### config.mk
export PLATFORM = sky130hd
export DESIGN_NAME = async_fifo
export DESIGN_NICKNAME = d
export VERILOG_FILES = /design/src/rtl/async_fifo_pkg.sv /design/src/rtl/fifo_mem.sv /design/src/rtl/async_fifo.sv
export SDC_FILE = /design/constraint.sdc
export NUM_CORES = 1
export LEC_CHECK = 0
export CAP_MARGIN = 20
export CORE_MARGIN = 1
export CORE_UTILIZATION = 30
export CTS_CLUSTER_DIAMETER = 120
export DETAILED_ROUTE_END_ITERATION = 10
export PLACE_DENSITY = 0.55
export SLEW_MARGIN = 20
export SYNTH_ARGS = -nofsm -noshare
export SYNTH_HDL_FRONTEND = slang
export SYNTH_HIERARCHICAL = 1
export SYNTH_SLANG_ARGS = --single-unit
### constraint.sdc
create_clock -name clk -period 2.9 [get_ports clk]
set_input_delay 0.435 -clock clk [delete_from_list [all_inputs] [get_ports clk]]
set_output_delay 0.435 -clock clk [all_outputs]
set_load 0.02 [all_outputs]
### src/rtl/async_fifo_pkg.sv
// rtl/async_fifo_pkg.sv - shared FIFO sizing constants
package async_fifo_pkg;
    localparam int DEFAULT_DATA_WIDTH = 8;
    localparam int DEFAULT_ADDR_WIDTH = 4;
    localparam int FIFO_DEPTH         = 1 << DEFAULT_ADDR_WIDTH;
endpackage

### src/rtl/fifo_mem.sv
// rtl/fifo_mem.sv - dual-port storage array with synchronous write and registered read
module fifo_mem
    import async_fifo_pkg::*;
#(
    parameter int DATA_WIDTH = DEFAULT_DATA_WIDTH,
    parameter int ADDR_WIDTH = DEFAULT_ADDR_WIDTH
) (
    input  logic                  clk,
    input  logic                  rst_n,
    input  logic                  wr_en,
    input  logic [ADDR_WIDTH-1:0] wr_addr,
    input  logic [DATA_WIDTH-1:0] wr_data,
    input  logic                  rd_en,
    input  logic [ADDR_WIDTH-1:0] rd_addr,
    output logic [DATA_WIDTH-1:0] rd_data
);
    logic [DATA_WIDTH-1:0] mem [0:(1<<ADDR_WIDTH)-1];

    // The array itself is never reset; only the output register is.
    always_ff @(posedge clk) begin
        if (wr_en) begin
            mem[wr_addr] <= wr_data;
        end
    end

    always_ff @(posedge clk or negedge rst_n) begin
        if (!rst_n) begin
            rd_data <= '0;
        end else if (rd_en) begin
            rd_data <= mem[rd_addr];
        end
    end
endmodule

### src/rtl/async_fifo.sv
// rtl/async_fifo.sv - single-clock FIFO: pointer and flag logic around fifo_mem
module async_fifo
    import async_fifo_pkg::*;
#(
    parameter int DATA_WIDTH = DEFAULT_DATA_WIDTH,
    parameter int ADDR_WIDTH = DEFAULT_ADDR_WIDTH
) (
    input  logic                  clk,
    input  logic                  rst_n,
    input  logic                  wr_en,
    input  logic [DATA_WIDTH-1:0] wr_data,
    input  logic                  rd_en,
    output logic [DATA_WIDTH-1:0] rd_data,
    output logic                  fifo_full,
    output logic                  fifo_empty
);
    localparam logic [ADDR_WIDTH:0] PTR_ONE = {{ADDR_WIDTH{1'b0}}, 1'b1};

    logic [ADDR_WIDTH:0] wr_ptr;
    logic [ADDR_WIDTH:0] rd_ptr;
    logic                wr_ok;
    logic                rd_ok;

    // The extra MSB distinguishes full from empty when the address bits match.
    assign fifo_empty = (wr_ptr == rd_ptr);
    assign fifo_full  = (wr_ptr[ADDR_WIDTH-1:0] == rd_ptr[ADDR_WIDTH-1:0]) &&
                        (wr_ptr[ADDR_WIDTH] != rd_ptr[ADDR_WIDTH]);

    assign wr_ok = wr_en && !fifo_full;
    assign rd_ok = rd_en && !fifo_empty;

    always_ff @(posedge clk or negedge rst_n) begin
        if (!rst_n) begin
            wr_ptr <= '0;
            rd_ptr <= '0;
        end else begin
            if (wr_ok) begin
                wr_ptr <= wr_ptr + PTR_ONE;
            end
            if (rd_ok) begin
                rd_ptr <= rd_ptr + PTR_ONE;
            end
        end
    end

    fifo_mem #(
        .DATA_WIDTH (DATA_WIDTH),
        .ADDR_WIDTH (ADDR_WIDTH)
    ) u_mem (
        .clk     (clk),
        .rst_n   (rst_n),
        .wr_en   (wr_ok),
        .wr_addr (wr_ptr[ADDR_WIDTH-1:0]),
        .wr_data (wr_data),
        .rd_en   (rd_ok),
        .rd_addr (rd_ptr[ADDR_WIDTH-1:0]),
        .rd_data (rd_data)
    );
endmodule

; ---- Word-level counts from Yosys, hierarchy flattened
; Memory sizes are Yosys's and may differ from the RTL's. A register that Yosys moved wholly into a read port is not among the register bits.
; Cells that the tools add are included.
[totals]
latchBits = 0
inputBits = 12
word_cells = 16
mem_bits_ro = 0
memories = 1
out_inout_bits = 10
register_bits = 10
ramBits = 128
[mem_list]
columns = memory, depth, word_bits, rd, rd_clocked_by_memory_dff, write_ports, line_no
row1 = u_mem.mem, 16, 8, 1, 1, 1, fifo_mem.sv:17  ; logic [DATA_WIDTH-1:0] mem [0:(1<<ADDR_WIDTH)-1];
[op_classes]
div = 0
reduce_logical = 6
mul = 0
muxes = 2
n_shift = 0
order_cmp = 0
addsub = 2
bitwise = 0
eq_ne = 3
[op_table]
columns = op, count
row1 = $add A5 B1 Y5 const B, 2
row2 = $eq A5 B5 Y1, 1
row3 = $eq A4 B4 Y1, 1
row4 = $logic_and A1 B1 Y1, 3
row5 = $logic_not A1 Y1, 3
row6 = $mux W1, 2
row7 = $ne A1 B1 Y1, 1

; ---- Longest topological paths before layout
[depth]
ltp_word = 6
ltp_mapped = 8
mapped_depth_nobuf = 6

; ---- Hierarchy
; The synthesis kept the hierarchy.
[modules_own_cells]
columns = module, cells_per_inst, instances, seq_area_each_um2, area_each_um2
row1 = fifo_mem, 240, 1, 4043.9, 5331.4
row2 = async_fifo, 48, 1, 250.2, 561.8

; ---- Least setup slack after synthesis
; No wires, ideal clock.
[synth_path]
path_kind = register -> register
from = reg wr_ptr[1]
to = mem u_mem/mem[0][0] (netlist bit) (enable)
arrival_time_ps = 2188
n_path_buf = 0
slack_ps = 329
setup_ps = 383
period_less_slack_ps = 2571
t_required_ps = 2517
stages_incl_launch_ff = 6
cell_sequence = dfrtp_1 -> xnor2_1 -> and4_4 -> a21boi_2 -> or3b_2 -> nor3_1
[synth_between]
elab_chain_len = 6
[synth_lines]
columns = item, line_no
row1 = start: declaration, async_fifo.sv:19  ; logic [ADDR_WIDTH:0] wr_ptr;
row2 = start signal: assignment, async_fifo.sv:38  ; wr_ptr <= wr_ptr + PTR_ONE;
row3 = $eq A4 B4 Y1, async_fifo.sv:26  ; assign fifo_full = (wr_ptr[ADDR_WIDTH-1:0] == rd_ptr[ADDR_WIDTH-1:0]) &&
row4 = $logic_and A1 B1 Y1, async_fifo.sv:26
row5 = $logic_not A1 Y1, async_fifo.sv:29  ; assign wr_ok = wr_en && !fifo_full;
row6 = $logic_and A1 B1 Y1, async_fifo.sv:29
row7 = via wr_ok, async_fifo.sv:21  ; logic wr_ok;
row8 = $mux W1, fifo_mem.sv:21  ; if (wr_en) begin
row9 = $mux W1 (not written as such), fifo_mem.sv:22  ; mem[wr_addr] <= wr_data;
row10 = end: declaration, fifo_mem.sv:17
; The timed path passes the listed nets, and every way through them passes these cells.

; ---- Final worst setup path
[layout_path]
from = reg wr_ptr[1]
to = out fifo_empty
[layout_between]
elab_chain_len = 1
[layout_lines]
columns = item, line_no
row1 = $eq A5 B5 Y1, async_fifo.sv:25  ; assign fifo_empty = (wr_ptr == rd_ptr);
row2 = end: declaration, async_fifo.sv:15  ; output logic fifo_empty
; Every way passes these cells.

==> impl_metrics.ini <==
[drt]
wl_per_cell_um = 19.5
ant_nets = 0
drt-vias-per-instance = 4.67
vias = 2841
drt_wl_total_um = 11800
firstDrtPassIters = 4
drt-initial-drc-count = 128
post-route-drc-count = 0

[global_routing]
busiest_layer = met2
grt.overflow.total = 0
grt_pass1_wl_um = 18600
use_met3_pct = 4.10
antenna_found_initial = 0
grt_max_degree = 36
globalRouteTotalUtil_pct = 13.1
met1_usage_pct = 17.2
met2_usage_pct = 20.5
grt_pass1_vias = 3055

[worst_setup_path]
path_depth = 4
reg2reg_depth = 6
crit_required_ps = 2470
crit_path_cell_trace = xnor2_1 -> nand4_2 -> nor2_1 -> clkdlybuf4s50_1
critPathTopFamily = buffers and inverters
critPathCaptureType = output port
critPathArrivalTime_ps = 2260
crit_slowest_cell = clkdlybuf4s50_1
cp-start-kind = flip-flop
crit_type = flip-flop to output port
slowest_delay_ps = 620
path_buf_inv = 1
cp_max_fo = 11

[sta]
timing.final.crit_period_ps = 2700
final_hold_viol_count = 0
setup-violations-final = 0
fin_setup_tns_ps = 0
hold_ws_ps = 349
finalClockSkew_ps = 7.06
fin_crit_sh_pct = 93.1
drv_slew = 0
max-slew-margin-rel_pct = 55.5
fmax_mhz = 371
rsz0062_at_grt = false
worstMarginPinSlew_ps = 667

[floorplanning]
die_w_um = 142
initial_core_util_pct = 31.1
die_y_um = 142
io_pins = 22
die-area_um2 = 20200
coreArea_um2 = 19000
rows = 50

[clock_tree]
numClockSinks = 146
clock-root-buffer = clkbuf_16
cts_tree = yes
cts_setup_buffers = 0
cts_max_level = 4
cts_buffers = 17
clk-insertion-delay-late_ps = 410
clk_pin_slew_ps = 60
cts_hold_buf = 0
cts_resized = 0
clockBufferDepth = 2

[final_layout]
drive_above_1_share_pct = 27.9
layout.cells.non_filler = 608
layout.nets = 349
fillers = 1725
n_antenna_cell = 0
area_delta_synth_final_pct = 19.9

[logic_synthesis]
ys_ff_latch = 146
syn_inst = 288
synth_top_area_share_pct = 65.2
synthArstFlopShare_pct = 12.3
synthDistinctLibCells = 39
synthFlopType = edfxtp_1
synth_edf_count = 128
synth_top_area_cell = edfxtp_1
synth_area_leaders = edfxtp_1, mux4_2, dfrtp_1
netlist_area_um2 = 5890
ys_top_cells_by_count = edfxtp_1, mux4_2, nor2_1
yosysMostFrequentCell = edfxtp_1
seq_area_frac_synth_pct = 72.9
syn_nets = 302
synth_warnings = 6
postSynthAreaPerCell_um2 = 20.5

[placed_design]
numPortBuffers = 21
gp_congestion = 0.809
dp_cells = 576
hpwlAfterDp_um = 7440

[power]
peakVddDrop_v = 0.000316
p_leak_nw = 2.34
powerDensity_nw_per_um2 = 1010

[flow_run]
maxCapViolations = 0

[worst_hold_path]
hold_class = primary input to async pin

[outcome]
status = finished, final reports clean
-- state kept, by name, indices dropped and copies added (netlist names) --
signal         flops
u_mem/mem        128
u_mem/rd_data      8
rd_ptr             5
wr_ptr             5
-- worst reg2reg max path, stage by stage, from the launching register on --
cell      delay, ps
dfrtp_1         500
xnor2_1         210
and4_4          210
a21boi_2        290
or3b_2          530
nor3_1          150
buf_4           210
-- through the flow --
step / power (mW) / area, um2 / setup WS (ps) / util [%]
after CTS: 7.24 / 7060 / 179 / 37.3
after global routing: 7.51 / 7060 / 49.2 / 37.3
after floorplan: 4.45 / 5890 / 329 / -
after global placement: 4.98 / 6460 / 435 / 34.1
final: 7.15 / 7060 / 202 / 37.3
after detailed placement: 5.02 / 6460 / 395 / 34.1
-- placed cells by master, fill, tap and decap left out, drive strengths merged, types with 8 or more instances in the layout --
| cell type | netlist | final |
|---|---|---|
| mux2i | 8 | 8 |
| mux4 | 32 | 32 |
| clkbuf | 0 | 17 |
| edfxtp | 128 | 128 |
| o22ai | 8 | 8 |
| xnor2 | 9 | 9 |
| buf | 14 | 21 |
| dfrtp | 18 | 18 |
| clkdlybuf4s50 | 0 | 21 |
| a221oi | 8 | 8 |
| nor2 | 23 | 23 |
-- final timing paths --
check,slack (ps),from,to
max,200,wr_ptr[1],fifo_empty
min,350,rst_n,rd_ptr[3]
max reg2reg,500,wr_ptr[1],u_mem/mem[0][4]
min reg2reg,580,u_mem/rd_data[3],u_mem/rd_data[3]
max in group asynchronous,1980,rst_n,rd_ptr[2]
min in group clk,580,u_mem/rd_data[3],u_mem/rd_data[3]
-- logic make-up (layout without fill, tap and decap cells) --
kind of cell | Yosys count | after routing | synth area share, %
and+or+nand+nor | 47 | 47 | 4.06
AOI/OAI and AO/OA | 24 | 24 | 4.08
DFF | 146 | 146 | 72.9
adders and majority gates | 2 | 2 | 0.425
muxes | 42 | 42 | 14.4
xor gates and xnor gates | 12 | 12 | 1.91
buffers and inverters | 15 | 75 | 2.25
-- routing by layer --
layer | vias up | part of all wire [%]
met1 | 1492 | 46
met3 | 4 | 4.8
met5 | - | 0
met4 | 0 | 0.66
met2 | 57 | 49
li1 | 1288 | -
-- power by group --
group | switching [mW] | internal, mW
clock | 0.840 | 1.36
combinational | 1.15 | 0.984
sequential | 0.201 | 2.61
total | 2.19 | 4.96
-- area by class of cell --
type / instances / area [um2] / area share [%]
inverters: 1 / 3.75 / 0.0531
flip-flops and latches: 146 / 4300 / 60.8
well taps: 260 / 325 / 4.61
clock inverters: 15 / 180 / 2.55
clock buffers: 17 / 425 / 6.02
multi-input cells: 127 / 1470 / 20.8
repair buffers: 42 / 368 / 5.21
(Power assumes the default switching activity.)
